### config.mk
export PLATFORM = sky130hd
export DESIGN_NAME = dmem_sram_responder_flat
export DESIGN_NICKNAME = d
export VERILOG_FILES = /design/src/rtl/dmem_pkg.sv /design/src/rtl/dmem_sram_responder_if.sv /design/src/rtl/dmem_size_enc.sv /design/src/rtl/dmem_sram_responder.sv /design/src/flat_wrapper.sv
export SDC_FILE = /design/constraint.sdc
export NUM_CORES = 1
export LEC_CHECK = 0
export CAP_MARGIN = 10
export CORE_ASPECT_RATIO = 1.2
export CORE_MARGIN = 1.5
export CORE_UTILIZATION = 60
export CTS_CLUSTER_DIAMETER = 200
export DETAILED_ROUTE_END_ITERATION = 7
export DONT_BUFFER_PORTS = 1
export HOLD_SLACK_MARGIN = 0.03
export PLACE_DENSITY = 0.85
export RECOVER_POWER = 100
export SLEW_MARGIN = 5
export SYNTH_ARGS = -nofsm -noshare
export SYNTH_HDL_FRONTEND = slang
export SYNTH_SLANG_ARGS = --single-unit
### constraint.sdc
create_clock -name clk -period 2 [get_ports clk]
set_clock_uncertainty 0.05 [all_clocks]
set_input_delay 0.2 -clock clk [delete_from_list [all_inputs] [get_ports clk]]
set_output_delay 0.2 -clock clk [all_outputs]
set_load 0.01 [all_outputs]
### src/rtl/dmem_pkg.sv
// Shared types and constants for the data-side SRAM responder.
// Holds the FSM state encoding, bus transfer sizes and kseg0/kseg1 address masks.
package dmem_pkg;

    typedef enum logic [1:0] {
        IDLE = 2'd0,
        REQ  = 2'd1,
        WAIT = 2'd2,
        DONE = 2'd3
    } state_t;

    localparam logic [1:0] SZ_BYTE = 2'd0;
    localparam logic [1:0] SZ_HALF = 2'd1;
    localparam logic [1:0] SZ_WORD = 2'd2;

    // kseg0 (0x8...) and kseg1 (0xA...) share top bits 2'b10; both map to phys by clearing [31:29]
    localparam logic [1:0] KSEG_TOP2  = 2'b10;
    localparam logic [2:0] KSEG_CLEAR = 3'b000;

endpackage

### src/rtl/dmem_sram_responder_if.sv
// Core data port plus split-handshake memory bus seen by the responder.
// slave = responder view, master = core/hazard unit/bus environment view.
interface dmem_sram_responder_if #(
    parameter int AW = 32,
    parameter int DW = 32
);
    logic          cpu_en;
    logic [3:0]    cpu_wen;
    logic [AW-1:0] cpu_addr;
    logic [DW-1:0] cpu_wdata;
    logic [DW-1:0] cpu_rdata;
    logic          cpu_stall;
    logic          longest_stall;

    logic          mem_req;
    logic          mem_wr;
    logic [1:0]    mem_size;
    logic [AW-1:0] mem_addr;
    logic [3:0]    mem_wstrb;
    logic [DW-1:0] mem_wdata;
    logic          mem_addr_ok;
    logic          mem_data_ok;
    logic [DW-1:0] mem_rdata;

    modport slave (
        input  cpu_en, cpu_wen, cpu_addr, cpu_wdata, longest_stall,
        input  mem_addr_ok, mem_data_ok, mem_rdata,
        output cpu_rdata, cpu_stall,
        output mem_req, mem_wr, mem_size, mem_addr, mem_wstrb, mem_wdata
    );

    modport master (
        output cpu_en, cpu_wen, cpu_addr, cpu_wdata, longest_stall,
        output mem_addr_ok, mem_data_ok, mem_rdata,
        input  cpu_rdata, cpu_stall,
        input  mem_req, mem_wr, mem_size, mem_addr, mem_wstrb, mem_wdata
    );

endinterface

### src/rtl/dmem_size_enc.sv
// Maps a byte-write mask and address low bits to bus size, aligned addr[1:0] and write flag.
// Purely combinational; reads always go out as aligned words.
module dmem_size_enc
    import dmem_pkg::*;
(
    input  logic [3:0] i_wen,
    input  logic [1:0] i_addr_lo,
    output logic [1:0] o_size,
    output logic [1:0] o_addr_lo,
    output logic       o_wr
);

    logic w_unused_addr;
    assign w_unused_addr = ^i_addr_lo;

    always_comb begin
        o_wr      = |i_wen;
        o_size    = SZ_WORD;
        o_addr_lo = 2'b00;
        case (i_wen)
            4'b0011: begin o_size = SZ_HALF; o_addr_lo = 2'b00; end
            4'b1100: begin o_size = SZ_HALF; o_addr_lo = 2'b10; end
            4'b0001: begin o_size = SZ_BYTE; o_addr_lo = 2'b00; end
            4'b0010: begin o_size = SZ_BYTE; o_addr_lo = 2'b01; end
            4'b0100: begin o_size = SZ_BYTE; o_addr_lo = 2'b10; end
            4'b1000: begin o_size = SZ_BYTE; o_addr_lo = 2'b11; end
            // reads, full words and illegal masks all issue as aligned words
            default: begin o_size = SZ_WORD; o_addr_lo = 2'b00; end
        endcase
    end

endmodule

### src/rtl/dmem_sram_responder.sv
// Data-port responder: captures the MEM-stage access and runs one split-handshake bus transfer.
// Stall is high from request until DONE; DONE parks while the global stall holds the request.
module dmem_sram_responder
    import dmem_pkg::*;
#(
    parameter int AW        = 32,
    parameter int DW        = 32,
    parameter int TRANSLATE = 1
) (
    input  logic                  clk,
    input  logic                  rst,
    dmem_sram_responder_if.slave  bus
);

    state_t        r_state;
    logic          r_req;
    logic          r_wr;
    logic [1:0]    r_size;
    logic [AW-1:0] r_addr;
    logic [3:0]    r_wstrb;
    logic [DW-1:0] r_wdata;
    logic [DW-1:0] r_rdata;

    logic [AW-1:0] w_phys;
    logic [1:0]    w_size;
    logic [1:0]    w_addr_lo;
    logic          w_wr;

    always_comb begin
        w_phys = bus.cpu_addr;
        if (TRANSLATE != 0 && bus.cpu_addr[AW-1 -: 2] == KSEG_TOP2)
            w_phys[AW-1 -: 3] = KSEG_CLEAR;
    end

    dmem_size_enc u_size_enc (
        .i_wen     (bus.cpu_wen),
        .i_addr_lo (bus.cpu_addr[1:0]),
        .o_size    (w_size),
        .o_addr_lo (w_addr_lo),
        .o_wr      (w_wr)
    );

    always_ff @(posedge clk) begin
        if (rst) begin
            r_state <= IDLE;
            r_req   <= 1'b0;
            r_wr    <= 1'b0;
            r_size  <= 2'd0;
            r_addr  <= '0;
            r_wstrb <= 4'd0;
            r_wdata <= '0;
            r_rdata <= '0;
        end else begin
            case (r_state)
                IDLE: begin
                    if (bus.cpu_en) begin
                        r_wr    <= w_wr;
                        r_size  <= w_size;
                        r_addr  <= {w_phys[AW-1:2], w_addr_lo};
                        r_wstrb <= bus.cpu_wen;
                        r_wdata <= bus.cpu_wdata;
                        r_req   <= 1'b1;
                        r_state <= REQ;
                    end
                end
                REQ: begin
                    // a lone data_ok here cannot belong to us; only addr_ok advances
                    if (bus.mem_addr_ok) begin
                        r_req <= 1'b0;
                        if (bus.mem_data_ok) begin
                            if (!r_wr)
                                r_rdata <= bus.mem_rdata;
                            r_state <= DONE;
                        end else begin
                            r_state <= WAIT;
                        end
                    end
                end
                WAIT: begin
                    if (bus.mem_data_ok) begin
                        if (!r_wr)
                            r_rdata <= bus.mem_rdata;
                        r_state <= DONE;
                    end
                end
                DONE: begin
                    if (!bus.longest_stall)
                        r_state <= IDLE;
                end
                default: r_state <= IDLE;
            endcase
        end
    end

    assign bus.cpu_stall = bus.cpu_en & (r_state != DONE);
    assign bus.cpu_rdata = r_rdata;
    assign bus.mem_req   = r_req;
    assign bus.mem_wr    = r_wr;
    assign bus.mem_size  = r_size;
    assign bus.mem_addr  = r_addr;
    assign bus.mem_wstrb = r_wstrb;
    assign bus.mem_wdata = r_wdata;

endmodule

### src/flat_wrapper.sv
// flat-port wrapper written by rule: the top's interface ports become plain ports
module dmem_sram_responder_flat import dmem_pkg::*;
#(
    parameter int AW        = 32,
    parameter int DW        = 32,
    parameter int TRANSLATE = 1
)
  (clk, rst, bus_cpu_en, bus_cpu_wen, bus_cpu_addr, bus_cpu_wdata, bus_longest_stall, bus_mem_addr_ok, bus_mem_data_ok, bus_mem_rdata, bus_cpu_rdata, bus_cpu_stall, bus_mem_req, bus_mem_wr, bus_mem_size, bus_mem_addr, bus_mem_wstrb, bus_mem_wdata);
  dmem_sram_responder_if #(.AW(AW), .DW(DW)) bus_i ();
  input  logic clk;
  input  logic rst;
  input wire logic [$bits(bus_i.cpu_en)-1:0] bus_cpu_en;
  input wire logic [$bits(bus_i.cpu_wen)-1:0] bus_cpu_wen;
  input wire logic [$bits(bus_i.cpu_addr)-1:0] bus_cpu_addr;
  input wire logic [$bits(bus_i.cpu_wdata)-1:0] bus_cpu_wdata;
  input wire logic [$bits(bus_i.longest_stall)-1:0] bus_longest_stall;
  input wire logic [$bits(bus_i.mem_addr_ok)-1:0] bus_mem_addr_ok;
  input wire logic [$bits(bus_i.mem_data_ok)-1:0] bus_mem_data_ok;
  input wire logic [$bits(bus_i.mem_rdata)-1:0] bus_mem_rdata;
  output wire logic [$bits(bus_i.cpu_rdata)-1:0] bus_cpu_rdata;
  output wire logic [$bits(bus_i.cpu_stall)-1:0] bus_cpu_stall;
  output wire logic [$bits(bus_i.mem_req)-1:0] bus_mem_req;
  output wire logic [$bits(bus_i.mem_wr)-1:0] bus_mem_wr;
  output wire logic [$bits(bus_i.mem_size)-1:0] bus_mem_size;
  output wire logic [$bits(bus_i.mem_addr)-1:0] bus_mem_addr;
  output wire logic [$bits(bus_i.mem_wstrb)-1:0] bus_mem_wstrb;
  output wire logic [$bits(bus_i.mem_wdata)-1:0] bus_mem_wdata;
  assign bus_i.cpu_en = bus_cpu_en;
  assign bus_i.cpu_wen = bus_cpu_wen;
  assign bus_i.cpu_addr = bus_cpu_addr;
  assign bus_i.cpu_wdata = bus_cpu_wdata;
  assign bus_i.longest_stall = bus_longest_stall;
  assign bus_i.mem_addr_ok = bus_mem_addr_ok;
  assign bus_i.mem_data_ok = bus_mem_data_ok;
  assign bus_i.mem_rdata = bus_mem_rdata;
  assign bus_cpu_rdata = bus_i.cpu_rdata;
  assign bus_cpu_stall = bus_i.cpu_stall;
  assign bus_mem_req = bus_i.mem_req;
  assign bus_mem_wr = bus_i.mem_wr;
  assign bus_mem_size = bus_i.mem_size;
  assign bus_mem_addr = bus_i.mem_addr;
  assign bus_mem_wstrb = bus_i.mem_wstrb;
  assign bus_mem_wdata = bus_i.mem_wdata;
  dmem_sram_responder #(.AW(AW), .DW(DW), .TRANSLATE(TRANSLATE)) u_core (.clk(clk), .rst(rst), .bus(bus_i));
endmodule
Yosys cells after proc, flatten, opt, wreduce, memory -nomap -nowiden
Cells that the tools add are included. Widths: inputs -> output; s select.

Equality and inequality tests: 15. Multiplexer cells: 16. Bitwise gates (word level): 1. Reduce and logical (&&, ||, !) cells: 11.

Operators by type and width (number): $mux 32 (3); $pmux 32 s2 (1); $ne 2x2->1 const B (5); $eq 4x2->1 const B (2); $eq 4x4->1 const B (2); $mux 2 (4); $pmux 2 s4 (1); $reduce_or 4->1 (2); $eq 2x2->1 const B (3); $pmux 2 s3 (1); $eq 4x1->1 const B (1); $eq 4x3->1 const B (1); $pmux 2 s2 (1); $reduce_and 2->1 (2); $reduce_and 4->1 (1); $reduce_bool 2->1 (2); $reduce_or 2->1 (2); $mux 1 (3); $mux 3 (1); $reduce_and 3->1 (1); $eq 2x1->1 const B (1); $logic_not 2->1 (1); $pmux 1 s2 (1); $and 1x1->1 (1).

Register bits: 106. Bits of input ports: 106. Output and inout port bits: 105. Word-level logic and storage cells: 51.

Depth between registers and ports, before layout
Gate-level depths: netlist (run 1).

Depth in word-level cells: 4. Depth in mapped cells: 8. Gate-level depth less buffers: 6.

By module
A second synthesis (run 1) with hierarchy kept.

Cells, all modules: 487. Area total of the unflattened synthesis: 3847.4 um^2.

By module, submodules not included: dmem_sram_responder (instances 1, cells an instance 478, area an instance 3789.9 um^2, sequential area each 2122.0 um^2); dmem_size_enc (instances 1, cells an instance 9, area an instance 57.6 um^2, sequential area each 0.0 um^2).

Worst setup path before layout (run 1)
OpenSTA, ideal clock, no wires.

Path kind: register to register. From: reg u_core.r_state[0]. To: reg u_core.r_addr[14] (netlist: u_core.bus.mem_addr[14]). Library setup time: 134 ps. Data arrival time: 1308 ps. Required time: 1816 ps. Slack: 509 ps. Stages on the path, launching flop included: 9. Buffers on the path: 3. Path through: dfxtp_1 -> inv_1 -> ha_1 -> and2_1 -> buf_2 -> buf_6 -> buf_4 -> nand2_1 -> a21oi_1.

Longest elaborated chain between the ends: 2.

Ends and longest elaborated chain: start: declaration (line dmem_sram_responder.sv:15) `state_t r_state;`; start signal: assignment (line dmem_sram_responder.sv:45) `r_state <= IDLE;`; start signal: assignment (line dmem_sram_responder.sv:63) `r_state <= REQ;`; start signal: assignment (line dmem_sram_responder.sv:73) `r_state <= DONE;`; $logic_not 2->1 (line dmem_sram_responder.sv:54) `case (r_state)`; $reduce_and 2->1 (no line); end signal: assignment (line dmem_sram_responder.sv:59) `r_addr <= {w_phys[AW-1:2], w_addr_lo};`; end: declaration (line dmem_sram_responder.sv:19) `logic [AW-1:0] r_addr;`.

Every way passes these cells. A chain may end at the register's enable or synchronous reset.

Worst setup path in the final report (run 1)
From: reg u_core.r_state[0]. To: reg u_core.r_state[1].

Longest elaborated chain between the ends: 3. Elaborated cells on any way between the ends: 10.

Ends and longest elaborated chain (line): $eq 2x2->1 (tied with other cells) (dmem_sram_responder.sv:54); $ne 2x2->1 (no line); $reduce_and 4->1 (no line).

Several ways; a longest one is shown, not always the timed one.

==> flow_metrics.tcl, run 1 <==
set metrics [dict create \
    status "complete, but fails checks" \
    violations "hold timing" \
    first_iter_violations 147 \
    grt_remaining_overflow 0 \
    slowest_stage "dlygate4sd3_1" \
    wl_per_cell_um 15.6 \
    finalWirelength_mm 8.68 \
    drc_errors 0 \
    layout-drive-gt1-share 0.0630 \
    finalHoldViolCount 104 \
    portBuffers 0 \
    yosysTopAreaCellShare 0.553 \
    ant_nets 0 \
    multi_input_area_um2 1540 \
    nets 581 \
    netlist_top_cells_count "nand2_1, dfxtp_1, a21oi_1, buf_2" \
    grt.total_usage 0.243 \
    std_cell_rows 31 \
    required_ps 2180 \
    min_path_type "in -> reg" \
    synth_top_area_cell "dfxtp_1" \
    vias 3127 \
    finalCritPeriodShare 0.971 \
    seqCellArea_um2 2120 \
    hold_buffers 2 \
    p_leak_nw 1.50 \
    async_flop_share 0 \
    synth_nets 594 \
    arrival_ps 2120 \
    hold_start "rst" \
    core-area_um2 6090 \
    relSlewSlack 0.656 \
    syn-cell-area_um2 3840 \
    cts.sinks 106 \
    cpPeakStageDelay_ps 550 \
    via_per_inst 5.60 \
    powerDensity_nw_per_um2 1390 \
    netlist_top_cells_area "dfxtp_1, nand2_1, a21oi_1" \
    synth_flop_cell "dfxtp_1" \
    die_area_um2 6890 \
    crit_path_max_fanout 5 \
    antenna_found_initial 0 \
    yosysMostFrequentCell "nand2_1" \
    synth.distinct_cells 31 \
    crit_start "u_core.r_state[0]" \
    crit_family "buffers and inverters" \
    finalSetupViolCount 0 \
    fin_util 0.678 \
    start_kind "flop" \
    gp_congestion 0.774 \
    ioPinCount 211 \
    yosysSeqAreaShare 0.553 \
    cp.buffers_inverters 2 \
    worst_pin_slew_ps 515 \
    syn_area_per_cell_um2 7.93 \
    ys_ff_latch 106 \
    regToRegStartpoint "u_core.r_state[0]" \
    die_h_um 90.6 \
    fin_crit_ps 1940 \
    maxSlewViolCount 0 \
    cts_tree "built" \
    power.total_w 0.00573 \
    synth_warnings 0 \
    grt_max_degree 108 \
    initial_core_util 0.630 \
    cp_cell_sequence "inv_1, ha_1, nand2b_1, o2111ai_2, mux2i_1, nor2_1, dlygate4sd3_1" \
    peakVddDrop_uv 971 \
    clk_pin_slew_ps 100 \
    die_x_um 76.0 \
    end_kind "flop" \
    fillerInstances 505 \
    grt_pass1_vias 3020 \
    root_buffer "clkbuf_8" \
    holdWs_ps -139 \
    cts-buffers-inserted 9 \
    insertion_delay_ps 340 \
    syn2layout_area_growth_pct 7.59 \
    synth_edf_count 0 \
    max_freq_mhz 515 \
    drv_cap 0 \
    clockBufferDepth 2 \
    setup.worst_path.class "reg -> reg" \
    htree_levels 3 \
    dp_hpwl_mm 6.04 \
    grt_pass1_wl_mm 13.5 \
    n_antenna_cell 0 \
    syn_inst 484 \
    dr.pass1.iters 4 \
]
-- worst paths after layout --
| check | endpoint | slack, ps | cells after the start |
|---|---|---|---|
| worst max register to register | u_core.r_state[1] | 60 | 7 |
| worst max-delay path | u_core.r_state[1] | 60 | 7 |
| worst min register to register | u_core.bus.cpu_rdata[0] | 450 | 2 |
| worst min-delay path | u_core.bus.mem_wdata[13] | -140 | 1 |
-- cells in the final DEF, fill, tap and decap left out --
| cell type | Yosys | routed |
|---|---|---|
| a21oi_1 | 104 | 104 |
| a21oi_2 | 1 | 1 |
| a22oi_1 | 1 | 1 |
| a31oi_1 | 1 | 1 |
| and2_2 | 0 | 1 |
| and4b_1 | 1 | 1 |
| buf_12 | 0 | 4 |
| buf_4 | 4 | 5 |
| bufinv_16 | 0 | 2 |
| clkbuf_1 | 9 | 2 |
| clkbuf_8 | 0 | 10 |
| clkinvlp_4 | 0 | 2 |
| dfxtp_1 | 106 | 105 |
| dfxtp_2 | 0 | 1 |
| dlygate4sd3_1 | 0 | 2 |
| ha_1 | 4 | 4 |
| inv_1 | 3 | 3 |
| mux2i_1 | 1 | 1 |
| nand2_1 | 197 | 197 |
| nand2_2 | 1 | 1 |
| nand2b_1 | 3 | 3 |
| nand3_1 | 2 | 2 |
| nand4b_1 | 1 | 1 |
| nor2_1 | 9 | 9 |
| nor2_2 | 1 | 1 |
| nor2b_1 | 1 | 1 |
| nor3_1 | 2 | 2 |
| nor4_1 | 2 | 2 |
| o2111ai_2 | 0 | 1 |
| o22ai_1 | 1 | 1 |
| o31ai_1 | 2 | 2 |
| or3_1 | 1 | 1 |
| or4_4 | 1 | 1 |
| xnor2_1 | 1 | 1 |
-- report_power, final --
group / internal (W) / leakage [nW] / total (W) / switching, W
Clock: 0.000741 / 0.103 / 0.00141 / 0.000668
Sequential: 0.00250 / 0.867 / 0.00295 / 0.000446
Combinational: 0.000535 / 0.526 / 0.00137 / 0.000838
Total: 0.00378 / 1.50 / 0.00573 / 0.00195
-- per-stage QoR --
stage	instances	setup TNS, ps	hold slack, ps	cell area, µm²	worst slack [ps]
CTS	557	0	-157	4120	43.0
global route	558	-8.05	-162	4130	-8.05
finish	558	0	-139	4130	58.6
floorplan	484	0	286	3840	509
global placement	539	0	225	3870	339
detailed placement	539	0	228	3870	250
-- layer usage --
layer	global-route usage	up-vias	wire length [µm]
met5	0	-	0
met4	0.128	0	227
met3	0.0758	20	855
met2	0.450	153	4430
met1	0.239	1420	3170
li1	-	1534	-
-- layout make-up --
cell class                 instances  share of cell area
inverter                           3             0.00273
clock inverter                     4              0.0182
tap                               82              0.0248
multi-input combinational        340               0.372
clock buffer                      12              0.0351
timing repair buffer              11              0.0333
sequential                       106               0.514
-- registers in the layout, indices dropped and copies added, names as in the netlist --
register              count
u_core.bus.mem_wr         1
u_core.bus.mem_size       2
u_core.r_state            2
u_core.bus.cpu_rdata     32
u_core.bus.mem_wdata     32
u_core.bus.mem_addr      32
u_core.bus.mem_req        1
u_core.bus.mem_wstrb      4
-- cell families after synthesis --
kind of cell               after synthesis  synth area share
xor gates and xnor gates                 1           0.00228
adders and majority gates                4            0.0130
buffers and inverters                   38            0.0492
muxes                                    1           0.00261
and+or+nand+nor                        223             0.231
AOI/OAI and AO/OA                      111             0.149
DFF                                    106             0.553
-- worst register-to-register path, cell delays in order, from the launching register on --
cell and delay (ps):
dfxtp_1 380, inv_1 100, ha_1 270, nand2b_1 120
o2111ai_2 140, mux2i_1 180, nor2_1 50, dlygate4sd3_1 550
-- timing repair --
item                                   4_1_cts  5_1_grt
setup buffers                                0        1
setup endpoints to repair                    0        1
endpoints found under the hold margin      106      104
gates resized for setup                      0        2
Power figures use the tool's default switching activity.
==> run 2: changes to the inputs <==
--- a/config.mk
+++ b/config.mk
@@ -5,15 +5,16 @@
 export SDC_FILE = /design/constraint.sdc
 export NUM_CORES = 1
 export LEC_CHECK = 0
-export CAP_MARGIN = 10
+export ABC_AREA = 1
+export BUFFER_PORTS_ARGS = -buffer_cell sky130_fd_sc_hd__buf_2
+export CAP_MARGIN = 20
 export CORE_ASPECT_RATIO = 1.2
 export CORE_MARGIN = 1.5
-export CORE_UTILIZATION = 60
+export CORE_UTILIZATION = 44
 export CTS_CLUSTER_DIAMETER = 200
 export DETAILED_ROUTE_END_ITERATION = 7
-export DONT_BUFFER_PORTS = 1
 export HOLD_SLACK_MARGIN = 0.03
-export PLACE_DENSITY = 0.85
+export PLACE_DENSITY = 0.88
 export RECOVER_POWER = 100
 export SLEW_MARGIN = 5
 export SYNTH_ARGS = -nofsm -noshare
==> flow_metrics.tcl, run 2 <==
set metrics [dict create \
    pwr-share-clk 0.230 \
    regToRegStartpoint "u_core.r_state[0]" \
    synth_edf_count 0 \
    crit_family "simple AND/OR/NAND/NOR gates" \
    std_cell_rows 37 \
    synthAdderAreaFrac 0.0128 \
    synth.distinct_cells 23 \
    cts_tree "built" \
    synth_nets 607 \
    crit_path_max_fanout 32 \
    synth_top_area_cell "dfxtp_1" \
    finalCritPeriodShare 0.926 \
    powerDensity_nw_per_um2 1380 \
    dr.pass1.iters 6 \
    yosysMostFrequentCell "nor2_1" \
    ant_nets 0 \
    cts-buffers-inserted 9 \
    yosysTopAreaCellShare 0.541 \
    portBuffers 208 \
    wl_met1_mm 4.08 \
    p_int_w 0.00457 \
    max_freq_mhz 540 \
    syn_inst 497 \
    finalHoldViolCount 0 \
    multi_input_area_um2 1530 \
    maxSlewViolCount 0 \
    seqPwrFrac 0.417 \
    power.total_w 0.00729 \
    n_antenna_cell 0 \
    end_kind "flop" \
    async_flop_share 0 \
    switching_share 0.373 \
    grt.total_usage 0.211 \
    peakVddDrop_uv 603 \
    worst_pin_slew_ps 568 \
    grt_pass1_vias 3810 \
    first_iter_violations 169 \
    vias 4089 \
    wl_per_cell_um 13.5 \
    drv_cap 0 \
    fin_cells 829 \
    arrival_ps 2090 \
    die_x_um 89.2 \
    synth_xor_area_frac 0 \
    netlist_top_cells_area "dfxtp_1, nor2_1, o21ai_0" \
    synth_top_family_by_area "simple AND/OR/NAND/NOR gates" \
    gp_congestion 0.866 \
    antenna_found_initial 0 \
    crit_start "u_core.r_state[0]" \
    place_area_um2 4930 \
    slowest_stage "dfxtp_1" \
    p_comb_frac 0.353 \
    die_area_um2 9500 \
    start_kind "flop" \
    place_inst 794 \
    setup.worst_path.class "reg -> reg" \
    synth-simple-area-share 0.224 \
    cts.sinks 106 \
    hold_start "bus_cpu_wdata[22]" \
    drc_errors 0 \
    synth_flop_cell "dfxtp_1" \
    nets 817 \
    insertion_delay_ps 350 \
    grt_pass1_wl_mm 15.8 \
    syn2layout_area_growth_pct 34.2 \
    status "finished clean" \
    ioPinCount 211 \
    syn_area_per_cell_um2 7.89 \
    netlist_top_cells_count "nor2_1, dfxtp_1, o21ai_0, o21ai_1, nand2_1" \
    clockBufferDepth 2 \
    required_ps 2240 \
    ys_ff_latch 106 \
    fin_crit_ps 1850 \
    synth_mux_area_frac 0 \
    relSlewSlack 0.621 \
    grt_max_degree 99 \
    initial_core_util 0.456 \
    cp_cell_sequence "inv_1, ha_1, inv_1, nor2_4, nand3_4, clkinv_8, nor2_1, nor2_1" \
    root_buffer "clkbuf_8" \
    fin_util 0.612 \
    highest_layer "met4" \
    via_per_inst 4.93 \
    syn-cell-area_um2 3920 \
    yosysSeqAreaShare 0.541 \
    layout-drive-gt1-share 0.180 \
    finalWirelength_mm 11.2 \
    wl_met2_mm 5.72 \
    fin_area_um2 5270 \
    dp_hpwl_mm 7.28 \
    synth_warnings 0 \
    grt_remaining_overflow 0 \
    p_sw_w 0.00272 \
    layout_commonest_cell "nor2_1" \
    cpPeakStageDelay_ps 410 \
    seqCellArea_um2 2120 \
    clk_pin_slew_ps 100 \
    layout_common_cells "nor2_1, clkbuf_1, dfxtp_1" \
    p_leak_nw 2.27 \
    finalSetupViolCount 0 \
    die_h_um 106 \
    fillerInstances 804 \
    synth_compound_area_frac 0.147 \
    cp.buffers_inverters 3 \
    core-area_um2 8610 \
    min_path_type "in -> reg" \
    htree_levels 3 \
    met3_length_mm 1.04 \
]
-- run 2: changes by cell type after synthesis, moves of 9 or more --
cell,before,now
o21ai_1,0,19
buf_6,2,12
inv_1,3,12
o21ai_0,0,83
nor2_1,9,194
nand2_1,197,18
a21oi_1,104,13
-- run 2: power by group through the flow --
| stage | sequential (W) | clock [W] | combinational (W) |
|---|---|---|---|
| final | 0.00304 | 0.00168 | 0.00257 |
| after global routing | 0.00311 | 0.00179 | 0.00291 |
| after CTS | 0.00301 | 0.00171 | 0.00266 |
| after detailed placement | 0.00306 | 0 | 0.00262 |
| after global placement | 0.00303 | 0 | 0.00252 |
| after floorplan | 0.00333 | 0 | 0.00149 |
-- run 2: tightest hold or removal path, stage by stage --
cell and delay, ps:
buf_2 70, o21ai_0 70, nor2_1 80
-- run 2: path summary, 6_finish.rpt --
check / end / slack (ps) / cells past startpoint
worst max-delay path: u_core.bus.cpu_rdata[8] / 150 / 8
worst min-delay path: u_core.bus.mem_wdata[22] / 40 / 3
worst max register to register: u_core.bus.cpu_rdata[8] / 150 / 8
worst min register to register: u_core.bus.mem_addr[1] / 420 / 2
-- run 2: area by class of cell --
cell class,instances,area share
flip-flops and latches,106,0.403
multi-input cells,346,0.291
repair buffers,229,0.213
well taps,117,0.0278
clock inverters,6,0.0261
clock buffers,10,0.0242
inverters,15,0.0154
-- run 2: timing repair --
item                                   CTS  global route
setup endpoints to repair                9            32
hold buffers                            17             0
endpoints found under the hold margin   17             0
pin swaps                                0             1
cloned                                   0             2
setup buffers                            0             0
gates resized for setup                  1             4
-- run 2: kinds of logic (layout without fill, tap and decap cells) --
group                    Yosys count  after routing
AO/OA/AOI/OAI                    115            115
adder cells (fa/ha/maj)            4              4
buffers and inverters             47            260
flip-flops                       106            106
AND/OR/NAND/NOR                  225            227
-- run 2: layer usage --
layer  vias to the layer above  GRT usage
met5                         -          0
met4                         0      0.116
met3                        30     0.0753
met2                       189      0.388
met1                      1861      0.196
li1                       2009          -
-- run 2: metrics by stage --
stage | hold slack [ps] | TNS [ps] | worst slack [ps]
finish | 44.9 | 0 | 148
global route | 31.2 | -9.56 | -9.56
CTS | 30.9 | 0 | 42.4
detailed placement | 396 | 0 | 28.2
global placement | 383 | 0 | 166
floorplan | 294 | 0 | 507
==> run 3: changes to the inputs <==
--- a/config.mk
+++ b/config.mk
@@ -19,4 +19,5 @@
 export SLEW_MARGIN = 5
 export SYNTH_ARGS = -nofsm -noshare
 export SYNTH_HDL_FRONTEND = slang
+export SYNTH_HIERARCHICAL = 1
 export SYNTH_SLANG_ARGS = --single-unit
==> flow_metrics.tcl, run 3 <==
set metrics [dict create \
    start_kind "flop" \
    ys_ff_latch 106 \
    initial_core_util 0.455 \
    finalSetupViolCount 0 \
    crit_path_max_fanout 32 \
    insertion_delay_ps 350 \
    finalCritPeriodShare 0.895 \
    synth_compound_area_frac 0.140 \
    wl_per_cell_um 12.6 \
    synth_mux_area_frac 0 \
    synth_warnings 6 \
    die_area_um2 9480 \
    peakVddDrop_uv 576 \
    max_freq_mhz 559 \
    synth_top_family_by_area "simple AND/OR/NAND/NOR gates" \
    ioPinCount 211 \
    finalWirelength_mm 10.7 \
    n_antenna_cell 0 \
    drv_cap 0 \
    fin_util 0.616 \
    required_ps 2200 \
    portBuffers 208 \
    async_flop_share 0 \
    die_h_um 106 \
    netlist_top_cells_area "dfxtp_1, nor2_1, o21ai_0" \
    p_comb_frac 0.360 \
    htree_levels 3 \
    p_int_w 0.00437 \
    p_leak_nw 2.32 \
    synth_flop_cell "dfxtp_1" \
    syn_inst 509 \
    rrSetupSlack_ps 210 \
    worst_pin_slew_ps 466 \
    end_kind "flop" \
    place_area_um2 4980 \
    clk_pin_slew_ps 90 \
    core-area_um2 8610 \
    synthAdderAreaFrac 0.0160 \
    syn_area_per_cell_um2 7.70 \
    dp_hpwl_mm 7.16 \
    cts.sinks 106 \
    synth_xor_area_frac 0 \
    synth_nets 620 \
    syn-cell-area_um2 3920 \
    gp_congestion 0.747 \
    holdWs_ps 46.8 \
    via_per_inst 4.78 \
    grt_pass1_vias 3794 \
    syn2layout_area_growth_pct 35.4 \
    antenna_found_initial 0 \
    grt.total_usage 0.215 \
    relSlewSlack 0.689 \
    layout_commonest_cell "nor2_1" \
    grt_max_degree 72 \
    nets 838 \
    first_iter_violations 186 \
    rsz0062_at_grt "no" \
    synth-simple-area-share 0.238 \
    netlist_top_cells_count "nor2_1, dfxtp_1, o21ai_0, nand2_1, inv_1" \
    grt_remaining_overflow 0 \
    arrival_ps 1990 \
    synth_top_area_cell "dfxtp_1" \
    clockBufferDepth 2 \
    yosysTopAreaCellShare 0.542 \
    fin_crit_ps 1790 \
    yosysMostFrequentCell "nor2_1" \
    die_x_um 89.2 \
    synth.distinct_cells 21 \
    cts-buffers-inserted 9 \
    status "finished clean" \
    setup.worst_path.class "reg -> reg" \
    finalSetupTns_ps 0 \
    pwr-share-clk 0.206 \
    std_cell_rows 37 \
    min_path_type "in -> reg" \
    layout-drive-gt1-share 0.178 \
    powerDensity_nw_per_um2 1310 \
    root_buffer "clkbuf_8" \
    switching_share 0.371 \
    vias 4053 \
    yosysSeqAreaShare 0.542 \
    cts_tree "built" \
    p_sw_w 0.00258 \
    post_cts.repair.setup_buffers 0 \
    drc_errors 0 \
    finalHoldViolCount 0 \
    synth_edf_count 0 \
    maxSlewViolCount 0 \
    dr.pass1.iters 4 \
    fin_area_um2 5310 \
    seqPwrFrac 0.435 \
    layout_common_cells "nor2_1, clkbuf_1, dfxtp_1" \
    ant_nets 0 \
    grt_pass1_wl_mm 16.0 \
]
run 3: cell types whose count changed after synthesis, moves of 5 or more:
cell and change:
o21ai_0 +22, o21ai_1 -19, nor2_1 +15, a21oi_1 -8, buf_6 -8, buf_4 +6
clkbuf_2 +5, nand3_1 -5
run 3: routing by layer:
| metal | vias to the layer above | track usage | routed length (µm) |
|---|---|---|---|
| met1 | 1799 | 0.205 | 4080 |
| met4 | 0 | 0.127 | 305 |
| met3 | 26 | 0.0606 | 933 |
| met5 | - | 0 | 0 |
| li1 | 2045 | - | - |
| met2 | 183 | 0.394 | 5380 |
run 3: worst max-delay path, stage by stage (launching register included):
cell	delay (ps)
dfxtp_1	410
inv_1	120
ha_1	320
inv_1	60
nor2_2	90
nand3_2	110
buf_4	250
o21ai_0	240
nor2_1	60
run 3: area by class of cell:
class / instances / area, µm²
clock buffer: 13 / 159
clock inverter: 2 / 60.1
fill: 784 / 3300
inverter: 16 / 65.1
multi-input combinational: 356 / 1540
sequential: 106 / 2120
tap: 117 / 146
timing repair buffer: 238 / 1210
run 3: worst paths after layout:
path | from | to | depth (start not counted)
min | bus_cpu_addr[9] | u_core/bus.mem_addr[9] | 3
max | u_core/r_state[0] | u_core/bus.cpu_rdata[13] | 8
max reg2reg | u_core/r_state[0] | u_core/bus.cpu_rdata[13] | 8
min reg2reg | u_core/bus.mem_addr[21] | u_core/bus.mem_addr[21] | 2
run 3: power groups by stage:
| stage | logic (W) | registers (W) | clock network, W |
|---|---|---|---|
| final | 0.00250 | 0.00302 | 0.00143 |
| after global routing | 0.00284 | 0.00311 | 0.00156 |
| after CTS | 0.00264 | 0.00300 | 0.00148 |
| after detailed placement | 0.00260 | 0.00305 | 0 |
| after global placement | 0.00250 | 0.00301 | 0 |
| after floorplan | 0.00141 | 0.00333 | 0 |
run 3: metrics by stage:
stage	setup slack (ps)	total power, W	std cells
3_3_place_gp	266	0.00551	809
6_report	211	0.00695	848
2_1_floorplan	495	0.00475	509
4_1_cts	150	0.00712	848
5_1_grt	13.6	0.00750	848
3_5_place_dp	164	0.00565	809
run 3: timing repair:
| item | 4_1_cts | 5_1_grt |
|---|---|---|
| resized for setup | 0 | 4 |
| endpoints found under the hold margin | 26 | 0 |
| setup endpoints to repair | 0 | 11 |
| hold buffers | 24 | 0 |
run 3: cells by family (layout without fill, tap and decap cells):
family	Yosys count	count (layout)
compound gates	110	110
fa+ha+maj	5	5
buf+inv	47	269
flops	106	106
simple gates	241	241
